--- src/rtl/mkio_rx_decoder_if.sv ---
// Receive-side bundle between the 1553 transceiver RX pair and the terminal logic.
// The master drives the line and enable; the slave (decoder) returns decoded words.
interface mkio_rx_decoder_if;
   logic        en;
   logic        din_p;
   logic        din_n;
   logic [15:0] rx_data;
   logic        rx_done;
   logic        rx_cd;
   logic        p_error;
   logic        m_error;
   logic        rx_busy;

   modport master (
      output en, din_p, din_n,
      input  rx_data, rx_done, rx_cd, p_error, m_error, rx_busy
   );

   modport slave (
      input  en, din_p, din_n,
      output rx_data, rx_done, rx_cd, p_error, m_error, rx_busy
   );
endinterface

--- src/rtl/mkio_rx_decoder.sv ---
// MIL-STD-1553 Manchester-II word receiver: sync validation, 16 data bits and odd parity.
// The line is sampled SPB times per bit; all word timing counts from the sync mid-edge (t=0).
module mkio_rx_decoder #(
   parameter int SPB = 16
) (
   input logic              clk,
   input logic              reset,
   mkio_rx_decoder_if.slave bus
);
   typedef enum logic [1:0] {L_IDLE, L_POS, L_NEG} lvl_t;
   typedef enum logic [1:0] {S_IDLE, S_SYNC_CHK, S_BITS, S_ABORT} state_t;

   // Timeline is 11 bits so 18.25*SPB still fits at SPB=64.
   localparam int              TW        = 11;
   localparam logic [7:0]      RUN_MAX   = 8'(2*SPB);
   localparam logic [7:0]      RUN_LO    = 8'(SPB + SPB/4);
   localparam logic [7:0]      RUN_HI    = 8'(SPB + 3*SPB/4);
   localparam logic [TW-1:0]   T_ONE     = TW'(1);
   localparam logic [TW-1:0]   T_SYNC_A  = TW'(SPB/2);
   localparam logic [TW-1:0]   T_SYNC_B  = TW'(SPB);
   localparam logic [TW-1:0]   T_BIT0_H1 = TW'(3*SPB/2 + SPB/4);
   localparam logic [TW-1:0]   T_HALF    = TW'(SPB/2);
   localparam logic [TW-1:0]   T_BIT     = TW'(SPB);

   logic          r_p_s1, r_p_s2, r_n_s1, r_n_s2;
   state_t        r_state;
   lvl_t          r_lvl;
   lvl_t          r_h1;
   logic [7:0]    r_run;
   logic [TW-1:0] r_t;
   logic [TW-1:0] r_t_h1;
   logic [4:0]    r_k;
   logic          r_cd_lat;
   logic [15:0]   r_shift;
   logic          r_par;
   logic [15:0]   r_rx_data;
   logic          r_rx_done;
   logic          r_rx_cd;
   logic          r_p_error;
   logic          r_m_error;
   logic          r_rx_busy;

   lvl_t          w_lvl;
   lvl_t          w_sec_lvl;
   logic          w_flip;
   logic          w_run_ok;
   logic          w_at_h1;
   logic          w_at_h2;
   logic          w_bit_ok;
   logic          w_bit_val;
   logic          w_last_bit;
   logic          w_shift_en;

   always_ff @(posedge clk or posedge reset) begin
      if (reset) begin
         {r_p_s1, r_p_s2, r_n_s1, r_n_s2} <= 4'b0000;
      end else begin
         r_p_s1 <= bus.din_p;
         r_p_s2 <= r_p_s1;
         r_n_s1 <= bus.din_n;
         r_n_s2 <= r_n_s1;
      end
   end

   always_comb begin
      w_lvl = L_IDLE;
      if (r_p_s2 && !r_n_s2)
         w_lvl = L_POS;
      else if (r_n_s2 && !r_p_s2)
         w_lvl = L_NEG;
   end

   assign w_flip     = ((r_lvl == L_POS) && (w_lvl == L_NEG)) ||
                       ((r_lvl == L_NEG) && (w_lvl == L_POS));
   assign w_run_ok   = (r_run >= RUN_LO) && (r_run <= RUN_HI);
   assign w_sec_lvl  = r_cd_lat ? L_NEG : L_POS;
   assign w_at_h1    = (r_t == r_t_h1);
   assign w_at_h2    = (r_t == (r_t_h1 + T_HALF));
   assign w_bit_ok   = (w_lvl != L_IDLE) && (w_lvl != r_h1);
   assign w_bit_val  = (r_h1 == L_POS);
   assign w_last_bit = (r_k == 5'd16);
   assign w_shift_en = bus.en && (r_state == S_BITS) && w_at_h2 && w_bit_ok;

   always_ff @(posedge clk or posedge reset) begin
      if (reset) begin
         r_state   <= S_IDLE;
         r_lvl     <= L_IDLE;
         r_h1      <= L_IDLE;
         r_run     <= '0;
         r_t       <= '0;
         r_t_h1    <= '0;
         r_k       <= '0;
         r_cd_lat  <= 1'b0;
         r_rx_data <= '0;
         r_rx_done <= 1'b0;
         r_rx_cd   <= 1'b0;
         r_p_error <= 1'b0;
         r_m_error <= 1'b0;
         r_rx_busy <= 1'b0;
      end else begin
         r_rx_done <= 1'b0;
         r_m_error <= 1'b0;
         r_lvl     <= w_lvl;
         if (w_lvl == L_IDLE)
            r_run <= '0;
         else if (w_lvl != r_lvl)
            r_run <= 8'd1;
         else if (r_run < RUN_MAX)
            r_run <= r_run + 8'd1;

         if (!bus.en) begin
            r_state   <= S_IDLE;
            r_run     <= '0;
            r_rx_busy <= 1'b0;
            r_rx_cd   <= 1'b0;
            r_p_error <= 1'b0;
         end else begin
            case (r_state)
               S_IDLE: begin
                  if (w_flip && w_run_ok) begin
                     r_cd_lat  <= (r_lvl == L_POS);
                     r_t       <= T_ONE;
                     r_t_h1    <= T_BIT0_H1;
                     r_k       <= '0;
                     r_rx_busy <= 1'b1;
                     r_state   <= S_SYNC_CHK;
                  end
               end
               S_SYNC_CHK: begin
                  r_t <= r_t + T_ONE;
                  if (((r_t == T_SYNC_A) || (r_t == T_SYNC_B)) && (w_lvl != w_sec_lvl)) begin
                     r_state   <= S_ABORT;
                     r_m_error <= 1'b1;
                     r_rx_busy <= 1'b0;
                  end else if (r_t == T_SYNC_B) begin
                     r_state <= S_BITS;
                  end
               end
               S_BITS: begin
                  r_t <= r_t + T_ONE;
                  if (w_at_h1) begin
                     r_h1 <= w_lvl;
                     if (w_lvl == L_IDLE) begin
                        r_state   <= S_ABORT;
                        r_m_error <= 1'b1;
                        r_rx_busy <= 1'b0;
                     end
                  end else if (w_at_h2) begin
                     if (!w_bit_ok) begin
                        r_state   <= S_ABORT;
                        r_m_error <= 1'b1;
                        r_rx_busy <= 1'b0;
                     end else if (w_last_bit) begin
                        // Parity half-bit is folded in here, so the total XOR is complete this cycle.
                        r_rx_done <= 1'b1;
                        r_rx_data <= r_shift;
                        r_rx_cd   <= r_cd_lat;
                        r_p_error <= ~(r_par ^ w_bit_val);
                        r_rx_busy <= 1'b0;
                        r_run     <= '0;
                        r_state   <= S_IDLE;
                     end else begin
                        r_k    <= r_k + 5'd1;
                        r_t_h1 <= r_t_h1 + T_BIT;
                     end
                  end
               end
               S_ABORT: begin
                  r_run   <= '0;
                  r_state <= S_IDLE;
               end
               default: r_state <= S_IDLE;
            endcase
         end
      end
   end

   // Shift register and parity are fully rewritten each word, so they carry no reset.
   always_ff @(posedge clk) begin
      if (w_shift_en) begin
         if (!w_last_bit)
            r_shift <= {r_shift[14:0], w_bit_val};
         r_par <= (r_k == 5'd0) ? w_bit_val : (r_par ^ w_bit_val);
      end
   end

   assign bus.rx_data = r_rx_data;
   assign bus.rx_done = r_rx_done;
   assign bus.rx_cd   = r_rx_cd;
   assign bus.p_error = r_p_error;
   assign bus.m_error = r_m_error;
   assign bus.rx_busy = r_rx_busy;
endmodule

--- src/flat_wrapper.sv ---
// flat-port wrapper written by rule: the top's interface ports become plain ports
module mkio_rx_decoder_flat 
#(
   parameter int SPB = 16
)
  (clk, reset, bus_en, bus_din_p, bus_din_n, bus_rx_data, bus_rx_done, bus_rx_cd, bus_p_error, bus_m_error, bus_rx_busy);
  mkio_rx_decoder_if bus_i ();
  input logic clk;
  input logic reset;
  input wire logic [$bits(bus_i.en)-1:0] bus_en;
  input wire logic [$bits(bus_i.din_p)-1:0] bus_din_p;
  input wire logic [$bits(bus_i.din_n)-1:0] bus_din_n;
  output wire logic [$bits(bus_i.rx_data)-1:0] bus_rx_data;
  output wire logic [$bits(bus_i.rx_done)-1:0] bus_rx_done;
  output wire logic [$bits(bus_i.rx_cd)-1:0] bus_rx_cd;
  output wire logic [$bits(bus_i.p_error)-1:0] bus_p_error;
  output wire logic [$bits(bus_i.m_error)-1:0] bus_m_error;
  output wire logic [$bits(bus_i.rx_busy)-1:0] bus_rx_busy;
  assign bus_i.en = bus_en;
  assign bus_i.din_p = bus_din_p;
  assign bus_i.din_n = bus_din_n;
  assign bus_rx_data = bus_i.rx_data;
  assign bus_rx_done = bus_i.rx_done;
  assign bus_rx_cd = bus_i.rx_cd;
  assign bus_p_error = bus_i.p_error;
  assign bus_m_error = bus_i.m_error;
  assign bus_rx_busy = bus_i.rx_busy;
  mkio_rx_decoder #(.SPB(SPB)) u_core (.clk(clk), .reset(reset), .bus(bus_i));
endmodule
--- config.mk ---
export PLATFORM = sky130hd
export DESIGN_NAME = mkio_rx_decoder_flat
export DESIGN_NICKNAME = d
export VERILOG_FILES = /design/src/rtl/mkio_rx_decoder_if.sv /design/src/rtl/mkio_rx_decoder.sv /design/src/flat_wrapper.sv
export SDC_FILE = /design/constraint.sdc
export NUM_CORES = 1
export LEC_CHECK = 0
export ABC_AREA = 0
export ABC_CLOCK_PERIOD_IN_PS = 4700
export CAP_MARGIN = 20
export CORE_MARGIN = 10
export CORE_UTILIZATION = 50
export CTS_BUF_LIST = sky130_fd_sc_hd__clkbuf_4
export DETAILED_ROUTE_END_ITERATION = 8
export DONT_BUFFER_PORTS = 1
export PLACE_DENSITY = 0.64
export SLEW_MARGIN = 20
export SYNTH_ARGS = -nofsm -noshare
export SYNTH_HDL_FRONTEND = slang
export SYNTH_SLANG_ARGS = --single-unit
--- constraint.sdc ---
create_clock -name clk -period 4.7 [get_ports clk]
set_input_delay 0.705 -clock clk [delete_from_list [all_inputs] [get_ports clk]]
set_output_delay 0.705 -clock clk [all_outputs]
set_load 0.03 [all_outputs]
* After elaboration in Yosys (flattened, before gate mapping)
Cells that the tools add are included.
** Operators by class
- Multiplexer cells :: 71
- Add/subtract/negate cells :: 5
- Magnitude comparators :: 3
- Reductions and logical operators :: 31
- Bitwise operators :: 4
- Eq/ne operators :: 33
** Operators with widths (count)
- $mux W11 :: 6
- $mux W8 :: 8
- $pmux W11 S2 :: 2
- $mux W1 :: 33
- $mux W5 :: 5
- $mux W2 :: 12
- $eq A11 B11 Y1 :: 2
- $pmux W8 S2 :: 1
- $ne A2 B1 Y1 const B :: 7
- $reduce_and A6 Y1 :: 2
- $add A11 B1 Y11 const B :: 1
- $add A11 B4 Y11 const B :: 1
- $add A11 B5 Y11 const B :: 1
- $eq A11 B4 Y1 const B :: 1
- $eq A11 B5 Y1 const B :: 1
- $logic_and A1 B1 Y1 :: 11
- $pmux W5 S2 :: 1
- $reduce_and A5 Y1 :: 2
- $reduce_and A3 Y1 :: 3
- $add A8 B1 Y8 const B :: 1
- $eq A2 B1 Y1 const B :: 4
- $eq A2 B2 Y1 const B :: 4
- $ge A8 B5 Y1 const B :: 1
- $le A8 B5 Y1 const B :: 1
- 23 further kinds :: 36
** Word-level totals
- Register bits after elaboration :: 84
- Input bits :: 5

* Depth between registers and ports, before layout
- Depth in word-level cells :: 13
- Mapped depth :: 10

* Worst setup path before layout
OpenSTA, ideal clock, no wires.
- Kind :: reg2reg
- Start point :: register u_core.r_t_h1[4]
- End point :: register u_core.r_shift[0] (enable)
- Arrival :: 3.266 ns
- Buffers on the path :: 0
- Path slack :: 1.003 ns
- Cell stages (with the launch flop) :: 7
- Clock period less this slack :: 3.697 ns
- Path through :: dfrtp_1 ha_1 nand3_1 or3_4 a2111oi_4 nand2_1 nor4_1
** On the way
- Cells in the longest elaborated chain, start to end :: 5
** Ends and longest elaborated chain
- start, declared :: RTL line mkio_rx_decoder.sv:31 : logic [TW-1:0] r_t_h1;
- start signal, assigned :: RTL line mkio_rx_decoder.sv:164 : r_t_h1 <= r_t_h1 + T_BIT;
- $add A11 B4 Y11 :: RTL line mkio_rx_decoder.sv:78 : assign w_at_h2 = (r_t == (r_t_h1 + T_HALF));
- $eq A11 B11 Y1 :: RTL line mkio_rx_decoder.sv:78
- $logic_and A1 B1 Y1 (2 in series) :: RTL line mkio_rx_decoder.sv:82 : assign w_shift_en = bus.en && (r_state == S_BITS) && w_at_h2 && w_bit_ok;
- $reduce_and A2 Y1 (no line)
- end signal, assigned :: RTL line mkio_rx_decoder.sv:182 : r_shift <= {r_shift[14:0], w_bit_val};
- end, declared :: RTL line mkio_rx_decoder.sv:34 : logic [15:0] r_shift;
No other way between the ends.
A chain may end at the register's enable or synchronous reset.

* Worst setup path in the final report
- Start point :: register u_core.r_t_h1[2]
- End point :: register u_core.r_rx_data[4] (netlist: u_core.bus.rx_data[4])
** On the way
- Cells in the longest elaborated chain, start to end :: 3
- Elaborated cells between the ends (all ways) :: 5
- Classes of those cells :: add/sub: 1; eq/ne: 2; bitwise: 1; reduce/logical: 1
** Ends and longest elaborated chain
- $add A11 B4 Y11 / $eq A11 B11 Y1 (equally long branches) :: RTL line mkio_rx_decoder.sv:78, mkio_rx_decoder.sv:77
- $eq A11 B11 Y1 / $not A1 Y1 (equally long branches)
- $reduce_and A6 Y1 (no line) *
- end signal, assigned :: RTL line mkio_rx_decoder.sv:156 : r_rx_data <= r_shift;
- end, declared :: RTL line mkio_rx_decoder.sv:36 : logic [15:0] r_rx_data;
Mark *: on every way between the ends. The rest lies on a longest branch, timed or not.

==> flow_summary.toml <==
[sta]
timing.slew.headroom = 0.398
tns_ns = 0
setup_viol = 0
worst_pin_slew_ns = 0.903
period_share = 0.756
report.final.slew_viol_count = 0
fin_skew_ns = 0.0233
rsz0062_at_grt = "no"
fmax_mhz = 281
setup_ws_ns = 1.15
holdWs_ns = 0.100
period_needed_ns = 3.55
hold_viol = 0

[global_route]
grt_pass1_wl_mm = 14.3
grt_pass1_vias = 2814
grt_usage = 0.135
grt_max_degree = 48
grt.overflow.total = 0
antenna_found_initial = 0

[yosys]
avgSynthCellArea_um2 = 10.9
post_synth_num_cell_types = 58
postSynthCellCount = 388
yosys_register_bits = 81
syn-num-nets = 412
yosysSeqAreaShare = 0.499
synth_ff_type = "dfrtp_1"
synth_area_um2 = 4230
synth.top_cells.by_count = "64 x dfrtp_1, 25 x nand2_1, 24 x inv_1, 23 x nor2_1, 19 x ha_1"
yosysTopAreaCellShare = 0.379
synth.largest_area_cell = "dfrtp_1"
synth_edf_count = 17
synth_area_leaders = "dfrtp_1 38%, edfxtp_1 12%, ha_1 5.6%, xnor2_1 3.3%, mux2_4 3.2%"
synth.most_common_cell = "dfrtp_1"
synth-async-reset-ratio = 0.790
synth_warnings = 0

[worst_setup_path]
cp.depth = 7
startpoint_type = "flip-flop"
path_delay_family = "simple AND/OR/NAND/NOR gates"
worst-path-buf-inv = 0
path_class = "reg -> reg"
crit_path_max_fanout = 26
worstReg2RegEnd = "u_core.bus.rx_data[4]"
cp_slowest_stage_delay_ns = 0.88
cpMaxStageDelayCell = "or3_1"
crit_path_end = "u_core.bus.rx_data[4]"
r2r_cells = 7
crit_arrival_ns = 3.90
cp.required_ns = 5.04
r2r-start = "u_core.r_t_h1[2]"
r2r_slack_ns = 1.15
cp-end-kind = "flip-flop"
cp-startpoint = "u_core.r_t_h1[2]"
path_cells = "ha_1 > nand3_1 > or3_4 > a2111oi_4 > nand3_2 > or3_1 > mux2_4"

[placement]
portBuffers = 0
dp_slack_ns = 1.15
dp_hpwl_mm = 6.01
dp.cells = 478
gp_congestion = 0.821

[power_and_ir_drop]
vdd_drop_max_mv = 0.264
p_sw_frac = 0.349
p_int_mw = 1.10
power.switching_mw = 0.590
p_per_area_nw_per_um2 = 380
pwr-share-seq = 0.509
clkPwrFrac = 0.259
p_comb_frac = 0.232
p_leak_nw = 1.85

[hold_path]
hold_path_class = "in -> async"

[route]
vias = 2894
drt-pass1-iter-count = 4
wl_per_cell_um = 17.0
viasPerCell = 5.86
drc = 0
drt-initial-drc-count = 214
routed_wl_mm = 8.38
drt.antenna.violating_nets = 0

[floorplan]
initial_core_util = 0.515
die_x_um = 112
die_y_um = 112
dieArea_um2 = 12500
io-pin-count = 26
rows = 33
core_region_area_um2 = 8220

[cts]
clockBufferDepth = 2
root_buffer = "clkbuf_4"
tritoncts = "built"
cts_max_level = 3
cts.hold.buffers_added = 0
clk_pin_slew_worst_paths_ns = 0.15
clock_latency_ns = 0.44
cts_buffers = 9
postCtsSetupRepairBufs = 0
cts.sinks = 81
cts-resized-gates = 0

[layout]
drive_gt1_frac = 0.116
n_antenna_cell = 0
nFillCells = 716
utilization = 0.541
syn_to_final_growth_pct = 5.15
multi_input_area_um2 = 1950
final_cell_count_no_fill = 494
nNetsFinal = 408
regArea_um2 = 2110

[job]
cap_viol_max_count = 0

[status]
status = "finished, final reports clean"
[metal layers]
metal	vias up	track usage	wire, um
met3	12	0.0392	471
met4	0	0.0372	92
li1	1398	-	-
met5	-	0	0
met1	1418	0.175	3800
met2	66	0.214	4020
[metrics by stage]
stage          power [mW]  instance area (um2)
3_5_place_dp         1.27                 4300
4_1_cts              1.71                 4450
6_report             1.69                 4450
3_3_place_gp         1.26                 4300
2_1_floorplan        1.18                 4230
5_1_grt              1.79                 4450
[cells by family (layout without fill, tap and decap cells)]
| logic type | Yosys count | count (layout) | synth area share |
|---|---|---|---|
| fa+ha+maj | 19 | 19 | 0.0562 |
| compound gates | 73 | 73 | 0.122 |
| flops | 81 | 81 | 0.499 |
| mux | 22 | 22 | 0.0654 |
| simple gates | 124 | 124 | 0.157 |
| xor+xnor | 28 | 28 | 0.0580 |
| buf+inv | 41 | 42 | 0.0414 |
[worst min-delay path by stage]
stage,from,endpoint,slack [ns]
2_1_floorplan,u_core.r_n_s1,u_core.r_n_s2,0.33
3_3_place_gp,u_core.r_p_s1,u_core.r_p_s2,0.34
3_5_place_dp,u_core.r_p_s1,u_core.r_p_s2,0.34
4_1_cts,reset,u_core.bus.rx_data[9],0.09
5_1_grt,reset,u_core.bus.rx_data[1],0.11
6_report,reset,u_core.bus.rx_data[1],0.10
[flip-flops by register name (all words and copies together), names as in the netlist, 2 cells and up]
name / flops
u_core.r_state: 2
u_core.r_lvl: 2
u_core.r_run: 8
u_core.r_t_h1: 8
u_core.r_h1: 2
u_core.bus.rx_data: 16
u_core.r_t: 11
u_core.r_k: 5
u_core.r_shift: 16
[power by group through the flow]
stage               clock [mW]  combinational (mW)  sequential [mW]
detailed placement           0               0.391            0.876
global route             0.473               0.445            0.873
CTS                      0.454               0.394            0.861
floorplan                    0               0.361            0.820
finish                   0.437               0.392            0.861
global placement             0               0.388            0.871
[area by class of cell]
class                   count  area share
well taps                 105      0.0295
flip-flops and latches     81       0.475
repair buffers              2     0.00338
multi-input cells         266       0.438
clock inverters             7      0.0186
clock buffers               9      0.0152
inverters                  24      0.0203
[placed cells by master (no fill, tap or decap), types with 11 or more instances in the layout]
master	count
inv_1	23
a21oi_1	18
dfrtp_1	64
nand3_1	13
nor3_1	12
xor2_1	12
nor2_1	23
ha_1	19
or3_1	11
edfxtp_1	17
nand2_1	25
xnor2_1	16
o21ai_0	13
Note: power is estimated with default switching activity, not from simulation.
